--- src/rtl/lsu_mem_stage_if.sv ---
// Request/response handshake bundle between the pipeline memory stage and the LSU.
// master = pipeline side, slave = load/store unit.
interface lsu_mem_stage_if #(
    parameter int BYTE_ADDR_W = 17
);
    logic                   req_valid;
    logic                   req_ready;
    logic                   req_write;
    logic                   req_size;
    logic                   req_signed;
    logic [BYTE_ADDR_W-1:0] req_addr;
    logic [15:0]            req_wdata;
    logic                   resp_valid;
    logic                   resp_ready;
    logic [15:0]            resp_data;
    logic                   resp_err;

    modport master (
        output req_valid, req_write, req_size, req_signed, req_addr, req_wdata, resp_ready,
        input  req_ready, resp_valid, resp_data, resp_err
    );

    modport slave (
        input  req_valid, req_write, req_size, req_signed, req_addr, req_wdata, resp_ready,
        output req_ready, resp_valid, resp_data, resp_err
    );
endinterface

--- src/rtl/lsu_mem_stage.sv ---
// Load/store unit: turns byte-addressed load/store requests into accesses on a
// 16-bit word memory; byte stores are done as read-modify-write.
module lsu_mem_stage #(
    parameter int BYTE_ADDR_W = 17
) (
    input  logic                 clk,
    input  logic                 reset,
    lsu_mem_stage_if.slave       bus,
    output logic [15:0]          mem_address,
    output logic                 mem_write_enable,
    output logic                 mem_read_enable,
    output logic [15:0]          mem_write_data,
    input  logic [15:0]          mem_read_data
);
    typedef enum logic [1:0] {
        ST_IDLE  = 2'd0,
        ST_EXEC  = 2'd1,
        ST_MERGE = 2'd2,
        ST_RESP  = 2'd3
    } state_t;

    state_t                 state_q, state_d;
    logic                   write_q, write_d;
    logic                   size_q, size_d;
    logic                   signed_q, signed_d;
    logic                   byte_sel_q, byte_sel_d;
    logic [BYTE_ADDR_W-2:0] word_addr_q, word_addr_d;
    logic [15:0]            wdata_q, wdata_d;
    logic [15:0]            merge_q, merge_d;
    logic [15:0]            resp_data_q, resp_data_d;
    logic                   resp_err_q, resp_err_d;

    logic                   req_ready_c;
    logic [7:0]             rd_byte;
    logic [15:0]            load_ext;

    // Selected byte of the word being read, then extended for the load result.
    assign rd_byte  = byte_sel_q ? mem_read_data[15:8] : mem_read_data[7:0];
    assign load_ext = size_q   ? mem_read_data :
                      signed_q ? {{8{rd_byte[7]}}, rd_byte} :
                                 {8'h00, rd_byte};

    always_comb begin
        state_d          = state_q;
        write_d          = write_q;
        size_d           = size_q;
        signed_d         = signed_q;
        byte_sel_d       = byte_sel_q;
        word_addr_d      = word_addr_q;
        wdata_d          = wdata_q;
        merge_d          = merge_q;
        resp_data_d      = resp_data_q;
        resp_err_d       = resp_err_q;
        req_ready_c      = 1'b0;
        mem_read_enable  = 1'b0;
        mem_write_enable = 1'b0;
        mem_write_data   = 16'h0000;

        case (state_q)
            ST_IDLE: begin
                req_ready_c = 1'b1;
                if (bus.req_valid) begin
                    write_d     = bus.req_write;
                    size_d      = bus.req_size;
                    signed_d    = bus.req_signed;
                    byte_sel_d  = bus.req_addr[0];
                    word_addr_d = bus.req_addr[BYTE_ADDR_W-1:1];
                    wdata_d     = bus.req_wdata;
                    resp_data_d = 16'h0000;
                    resp_err_d  = 1'b0;
                    state_d     = ST_EXEC;
                end
            end
            ST_EXEC: begin
                if (size_q && byte_sel_q) begin
                    resp_err_d  = 1'b1;
                    resp_data_d = 16'h0000;
                    state_d     = ST_RESP;
                end else if (write_q && size_q) begin
                    mem_write_enable = 1'b1;
                    mem_write_data   = wdata_q;
                    state_d          = ST_RESP;
                end else if (!write_q) begin
                    mem_read_enable = 1'b1;
                    resp_data_d     = load_ext;
                    state_d         = ST_RESP;
                end else begin
                    mem_read_enable = 1'b1;
                    merge_d         = mem_read_data;
                    state_d         = ST_MERGE;
                end
            end
            ST_MERGE: begin
                mem_write_enable = 1'b1;
                mem_write_data   = byte_sel_q ? {wdata_q[7:0], merge_q[7:0]}
                                              : {merge_q[15:8], wdata_q[7:0]};
                state_d          = ST_RESP;
            end
            ST_RESP: begin
                if (bus.resp_ready) begin
                    state_d = ST_IDLE;
                end
            end
            default: state_d = ST_IDLE;
        endcase

        // A cycle with reset high must never touch memory or accept work.
        if (reset) begin
            req_ready_c      = 1'b0;
            mem_read_enable  = 1'b0;
            mem_write_enable = 1'b0;
            mem_write_data   = 16'h0000;
        end
    end

    always_ff @(posedge clk) begin
        if (reset) begin
            state_q     <= ST_IDLE;
            write_q     <= 1'b0;
            size_q      <= 1'b0;
            signed_q    <= 1'b0;
            byte_sel_q  <= 1'b0;
            word_addr_q <= '0;
            wdata_q     <= 16'h0000;
            merge_q     <= 16'h0000;
            resp_data_q <= 16'h0000;
            resp_err_q  <= 1'b0;
        end else begin
            state_q     <= state_d;
            write_q     <= write_d;
            size_q      <= size_d;
            signed_q    <= signed_d;
            byte_sel_q  <= byte_sel_d;
            word_addr_q <= word_addr_d;
            wdata_q     <= wdata_d;
            merge_q     <= merge_d;
            resp_data_q <= resp_data_d;
            resp_err_q  <= resp_err_d;
        end
    end

    assign mem_address    = 16'(word_addr_q);
    assign bus.req_ready  = req_ready_c;
    assign bus.resp_valid = (state_q == ST_RESP);
    assign bus.resp_data  = (state_q == ST_RESP) ? resp_data_q : 16'h0000;
    assign bus.resp_err   = (state_q == ST_RESP) ? resp_err_q : 1'b0;
endmodule

--- src/flat_wrapper.sv ---
// flat-port wrapper written by rule: the top's interface ports become plain ports
module lsu_mem_stage_flat 
#(
    parameter int BYTE_ADDR_W = 17
)
  (clk, reset, mem_address, mem_write_enable, mem_read_enable, mem_write_data, mem_read_data, bus_req_valid, bus_req_write, bus_req_size, bus_req_signed, bus_req_addr, bus_req_wdata, bus_resp_ready, bus_req_ready, bus_resp_valid, bus_resp_data, bus_resp_err);
  lsu_mem_stage_if #(.BYTE_ADDR_W(BYTE_ADDR_W)) bus_i ();
  input  logic clk;
  input  logic reset;
  output logic [15:0] mem_address;
  output logic mem_write_enable;
  output logic mem_read_enable;
  output logic [15:0] mem_write_data;
  input  logic [15:0] mem_read_data;
  input wire logic [$bits(bus_i.req_valid)-1:0] bus_req_valid;
  input wire logic [$bits(bus_i.req_write)-1:0] bus_req_write;
  input wire logic [$bits(bus_i.req_size)-1:0] bus_req_size;
  input wire logic [$bits(bus_i.req_signed)-1:0] bus_req_signed;
  input wire logic [$bits(bus_i.req_addr)-1:0] bus_req_addr;
  input wire logic [$bits(bus_i.req_wdata)-1:0] bus_req_wdata;
  input wire logic [$bits(bus_i.resp_ready)-1:0] bus_resp_ready;
  output wire logic [$bits(bus_i.req_ready)-1:0] bus_req_ready;
  output wire logic [$bits(bus_i.resp_valid)-1:0] bus_resp_valid;
  output wire logic [$bits(bus_i.resp_data)-1:0] bus_resp_data;
  output wire logic [$bits(bus_i.resp_err)-1:0] bus_resp_err;
  assign bus_i.req_valid = bus_req_valid;
  assign bus_i.req_write = bus_req_write;
  assign bus_i.req_size = bus_req_size;
  assign bus_i.req_signed = bus_req_signed;
  assign bus_i.req_addr = bus_req_addr;
  assign bus_i.req_wdata = bus_req_wdata;
  assign bus_i.resp_ready = bus_resp_ready;
  assign bus_req_ready = bus_i.req_ready;
  assign bus_resp_valid = bus_i.resp_valid;
  assign bus_resp_data = bus_i.resp_data;
  assign bus_resp_err = bus_i.resp_err;
  lsu_mem_stage #(.BYTE_ADDR_W(BYTE_ADDR_W)) u_core (.clk(clk), .reset(reset), .bus(bus_i), .mem_address(mem_address), .mem_write_enable(mem_write_enable), .mem_read_enable(mem_read_enable), .mem_write_data(mem_write_data), .mem_read_data(mem_read_data));
endmodule
--- config.mk ---
export PLATFORM = sky130hd
export DESIGN_NAME = lsu_mem_stage_flat
export DESIGN_NICKNAME = d
export VERILOG_FILES = /design/src/rtl/lsu_mem_stage_if.sv /design/src/rtl/lsu_mem_stage.sv /design/src/flat_wrapper.sv
export SDC_FILE = /design/constraint.sdc
export NUM_CORES = 1
export LEC_CHECK = 0
export ABC_AREA = 1
export BUFFER_PORTS_ARGS = -buffer_cell sky130_fd_sc_hd__buf_2
export CORE_UTILIZATION = 46
export DETAILED_ROUTE_END_ITERATION = 8
export PLACE_DENSITY = 0.77
export SYNTH_ARGS = -nofsm -noshare
export SYNTH_HDL_FRONTEND = slang
export SYNTH_SLANG_ARGS = --single-unit
--- constraint.sdc ---
create_clock -name clk -period 1.4 [get_ports clk]
set_input_delay 0.07 -clock clk [delete_from_list [all_inputs] [get_ports clk]]
set_output_delay 0.07 -clock clk [all_outputs]
set_load 0.005 [all_outputs]
# == After elaboration in Yosys (flattened, before gate mapping) ==
# Cells that the tools add are included.
# word_totals
ram_bits,0
wordCells,63
regBits,71
latchBits,0
out_inout_bits,53
inputBits,56
n_memories,0
rom_bits,0
# classes
div,0
addsub,0
bitwise_logic,2
order_cmp,0
muxes,34
multipliers,0
n_eq_ne,8
reduce_logical,9
shift,0
# op_table
cell,count
two-way mux 16 bit,11
case mux 16 bit (2 select lines),2
two-way mux 1 bit,13
two-way mux 2 bit,4
two-way mux 8 bit,1
case mux 2 bit (4 select lines),1
AND reduction 4 bit,2
"equality test 2 bit, second input constant",2
"!= test 2 bit, second input constant",2
case mux 1 bit (2 select lines),2
AND reduction 2 bit,2
"!= test 3 x 2 -> 1 bit, second input constant",1
"!= test 3 bit, second input constant",1
AND reduction 3 bit,1
"equality test 2 x 1 -> 1 bit, second input constant",1
logical AND 1 bit,2
zero test 2 bit,1
"!= test 2 x 1 -> 1 bit, second input constant",1
NOT 1 bit,2
nonzero test 2 bit,1

# == Depth between registers and ports, before layout ==
# depth
ltp_word,7
depth_mapped,11

# == Worst setup path after synthesis ==
# No wires, ideal clock.
# synth_timing
path_type,reg-to-reg
start,register u_core.state_q[0]
end,register u_core.size_q
required_ns,1.272
setup_slack_ns,-0.120
path_buffers,2
synth_period_minus_slack_ns,1.520
stages_incl_launch_ff,7
t_arrival_ns,1.392
cell_sequence,dfxtp_1 > inv_1 > ha_1 > nand2_1 > clkbuf_1 > clkbuf_1 > a21oi_1
# synth_via
elab_chain_cells,2
# synth_lines
element,line_no,text
"start, declared",lsu_mem_stage.sv:22,"state_t state_q, state_d;"
"start signal, assigned",lsu_mem_stage.sv:129,state_q <= state_d;
zero test 2 bit,lsu_mem_stage.sv:59,case (state_q)
AND reduction 2 bit (no line),n/a,
"end signal, assigned",lsu_mem_stage.sv:131,size_q <= size_d;
"end, declared",lsu_mem_stage.sv:24,"logic size_q, size_d;"
# No other way between the ends.
# A chain may end at the register's enable or synchronous reset.

# == Final worst setup path ==
# layout_timing
start,register u_core.state_q[0]
end,output port mem_write_data[4]
# layout_via
elab_chain_cells,3
elab_cells_between_ends,4
# layout_lines
element,line_no,text
equality test 2 bit or equality test 2 x 1 -> 1 bit (tied branches),lsu_mem_stage.sv:59,
case mux 16 bit (2 select lines) (*),lsu_mem_stage.sv:59,
two-way mux 16 bit (*),lsu_mem_stage.sv:108,if (reset) begin
"end, declared",flat_wrapper.sv:13,output logic [15:0] mem_write_data;
# Mark *: on every way between the ends. The rest lies on a longest branch, timed or not.

==> flow_summary.toml <==
[outcome]
outcome = "finished, violations left"
violations = "negative setup slack"

[power_and_ir_drop]
p_seq_share_pct = 30.2
p_comb_share_pct = 52.5
p_per_area_nw_per_um2 = 1730
vdd_drop_max_uv = 1120
total_power_mw = 9.62
p_leak_nw = 2.57
swShare_pct = 42.8
p_int_mw = 5.50
clockPowerShare_pct = 17.3
p_switching_mw = 4.12

[global_route]
grt_pass1_wl_um = 17000
use_met2_pct = 52.0
grt_overflow = 0
track_usage_pct = 29.2
use_met3_pct = 6.67
antenna_found_initial = 0
grt_max_degree = 37
use_met1_pct = 32.6
first_global_vias = 3851
top_usage_layer = "met2"

[routing]
dr.first_iter.drc_count = 315
viasPerCell = 5.51
drt_wl_total_um = 13000
routedWlPerCell_um = 16.9
vias = 4226
drt_first_pass_iters = 5
antenna_left = 0
drc = 0

[cells_and_area]
syn2layout_area_growth_pct = 68.4
num-nets-final = 727
layout-drive-gt1-share_pct = 44.1
num_antenna_cells = 0
fin_area_um2 = 5550
layout.cells.non_filler = 767

[synthesis]
synth-seq-area-share_pct = 43.1
syn-instance-count = 487
syn_area_per_cell_um2 = 6.77
syn_area_um2 = 3300
ys_warn_count = 0
ys_ff_latch = 71
netlist-cell-type-count = 21
synth_nets = 548

[sta]
setup_slack_ns = -0.379
max_freq_ghz = 0.562
hold_violations = 0
skew_ns = 0.00916
slew_violations = 0
relSlewSlack_pct = 75.6
finalCritPeriodShare_pct = 127
rsz0062_at_grt = "true"
setup_violations = 68
fin_tns_setup_ns = -14.39
tightest_slew_ns = 0.366
fin_crit_ns = 1.78

[setup_path]
worstSetupPathType = "reg -> out"
critPathLaunchType = "flop"
path_buf_inv = 3
cp_top_family = "flip-flops"
cp.required_ns = 1.33
critPathSlowestCell = "dfxtp_4"
critPathArrivalTime_ns = 1.71
crit_path_end_kind = "output pin"
cp_slowest_stage_delay_ns = 0.40
crit_path_cell_trace = "inv_4 -> ha_4 -> nand2_4 -> inv_4 -> nand2_8 -> a211oi_2 -> buf_2"
path_common_cell = "inv_4"
critPathMaxFanout = 8

[hold_path]
hold_path_class = "in -> reg"

[floorplanning]
chipHeight_um = 86.7
rows = 30
die_w_um = 86.7
core_region_area_um2 = 6870
initial_core_util_pct = 48.0
fp.dieArea_um2 = 7510
io_pins = 109

[place]
port_buffers = 108
gp_congestion = 0.876
place_area_um2 = 4130
placedCellCount = 694
hpwl_um = 6600

[clock_tree]
path_clk_slew_ns = 0.08
clock_latency_ns = 0.36
cts.sinks = 71
cts_buffers = 9
cts_tree = "built"
htree_levels = 3
cts-root-buf = "clkbuf_8"
clockBufferDepth = 2

[flow_run]
cap_viol_max_count = 0
-- metrics by stage --
stage,utilization [%],worst slack (ns),hold WS (ns)
2_1_floorplan,-,0.00546,0.205
3_3_place_gp,60.1,-0.0559,0.314
3_5_place_dp,60.1,-0.139,0.324
4_1_cts,73.2,-0.314,0.000537
5_1_grt,80.9,-0.454,0.00369
6_report,80.9,-0.379,0.00568
-- flip-flops by register name, summed over array words and instances, names as in the netlist, 2 cells and up --
name	count
u_core.mem_address	16
u_core.merge_q	16
u_core.resp_data_q	16
u_core.state_q	2
u_core.wdata_q	16
-- path summary, 6_finish.rpt --
check	startpoint	end	slack, ns	cells after the start
setup / recovery	u_core.state_q[0]$_SDFFE_PP0P_	mem_write_data[4]	-0.38	7
hold / removal	mem_read_data[3]	u_core.merge_q[3]$_SDFFE_PP0P_	0.006	3
setup reg to reg	u_core.state_q[1]$_SDFFE_PP0P_	u_core.resp_data_q[2]$_SDFFE_PP0P_	-0.26	11
hold reg to reg	u_core.resp_data_q[8]$_SDFFE_PP0P_	u_core.resp_data_q[8]$_SDFFE_PP0P_	0.49	2
-- worst register-to-register path, stage by stage, from the launching register on --
cell and delay, ns:
dfxtp_4 0.40, inv_6 0.05, ha_4 0.17, buf_6 0.13, nand2_8 0.07, clkinvlp_4 0.18, buf_6 0.17, buf_12 0.12
nand2_2 0.07, nand2_1 0.05, o21ai_1 0.07, nor2_1 0.05
-- power by group through the flow --
stage | sequential, mW | clock [mW] | combinational, mW
after floorplan | 2.76 | 0 | 1.95
after global placement | 2.79 | 0 | 2.97
after detailed placement | 2.81 | 0 | 3.09
after CTS | 2.80 | 1.65 | 3.74
after global routing | 2.93 | 1.75 | 5.39
final | 2.90 | 1.66 | 5.05
-- logic make-up after synthesis --
family	count (synthesis)	synth area share, %
AO/OA/AOI/OAI	145	22.7
AND/OR/NAND/NOR	187	22.6
adder cells (fa/ha/maj)	5	1.90
buffers and inverters	79	9.71
flip-flops	71	43.1
-- layer usage --
layer	vias up	wire length, um	part of all wire, %
li1	1944	-	-
met1	1962	4840	37
met2	270	6430	50
met3	50	1190	9.1
met4	0	518	4.0
met5	-	0	0
-- layout by cell type (no fill, tap or decap), drive strengths merged, types with 4 or more instances in the layout --
master / n
nand3: 18
dfxtp: 71
clkinv: 6
a21oi: 56
a211oi: 8
dlygate4sd3: 37
clkinvlp: 4
o21ai: 80
ha: 5
nor2: 85
nand2: 83
buf: 157
clkbuf: 11
inv: 46
-- cell usage after synthesis --
master	instances	area, um2
inv_1	43	161
nand2_1	79	297
nand2_2	1	6.26
ha_1	5	62.6
a211oi_1	8	60.1
buf_4	4	30.0
nand3_1	18	90.1
or2_2	1	6.26
clkbuf_1	18	67.6
a21oi_1	56	280
dfxtp_1	71	1420
nor2_1	85	319
o21bai_1	1	7.51
clkinv_1	3	11.3
inv_2	3	11.3
buf_2	7	35.0
nor3_1	1	5.00
nand2_4	2	22.5
buf_1	1	3.75
o21ai_0	72	360
o21ai_1	8	40.0
-- layout make-up --
cell class / count / area [um2]
multi-input combinational: 338 / 2080
timing repair buffer: 196 / 1490
sequential: 71 / 1430
fill: 419 / 1320
inverter: 49 / 224
clock buffer: 9 / 124
tap: 96 / 120
clock inverter: 7 / 73.8
timing repair inverter: 1 / 7.51
-- timing repair --
action	in CTS	in global routing
cloned	5	2
buffers inserted	8	6
pin swaps	11	28
hold buffers	37	0
endpoints found under the hold margin	37	0
setup endpoints to repair	82	96
gates resized for setup	73	136
Power figures use the tool's default switching activity.
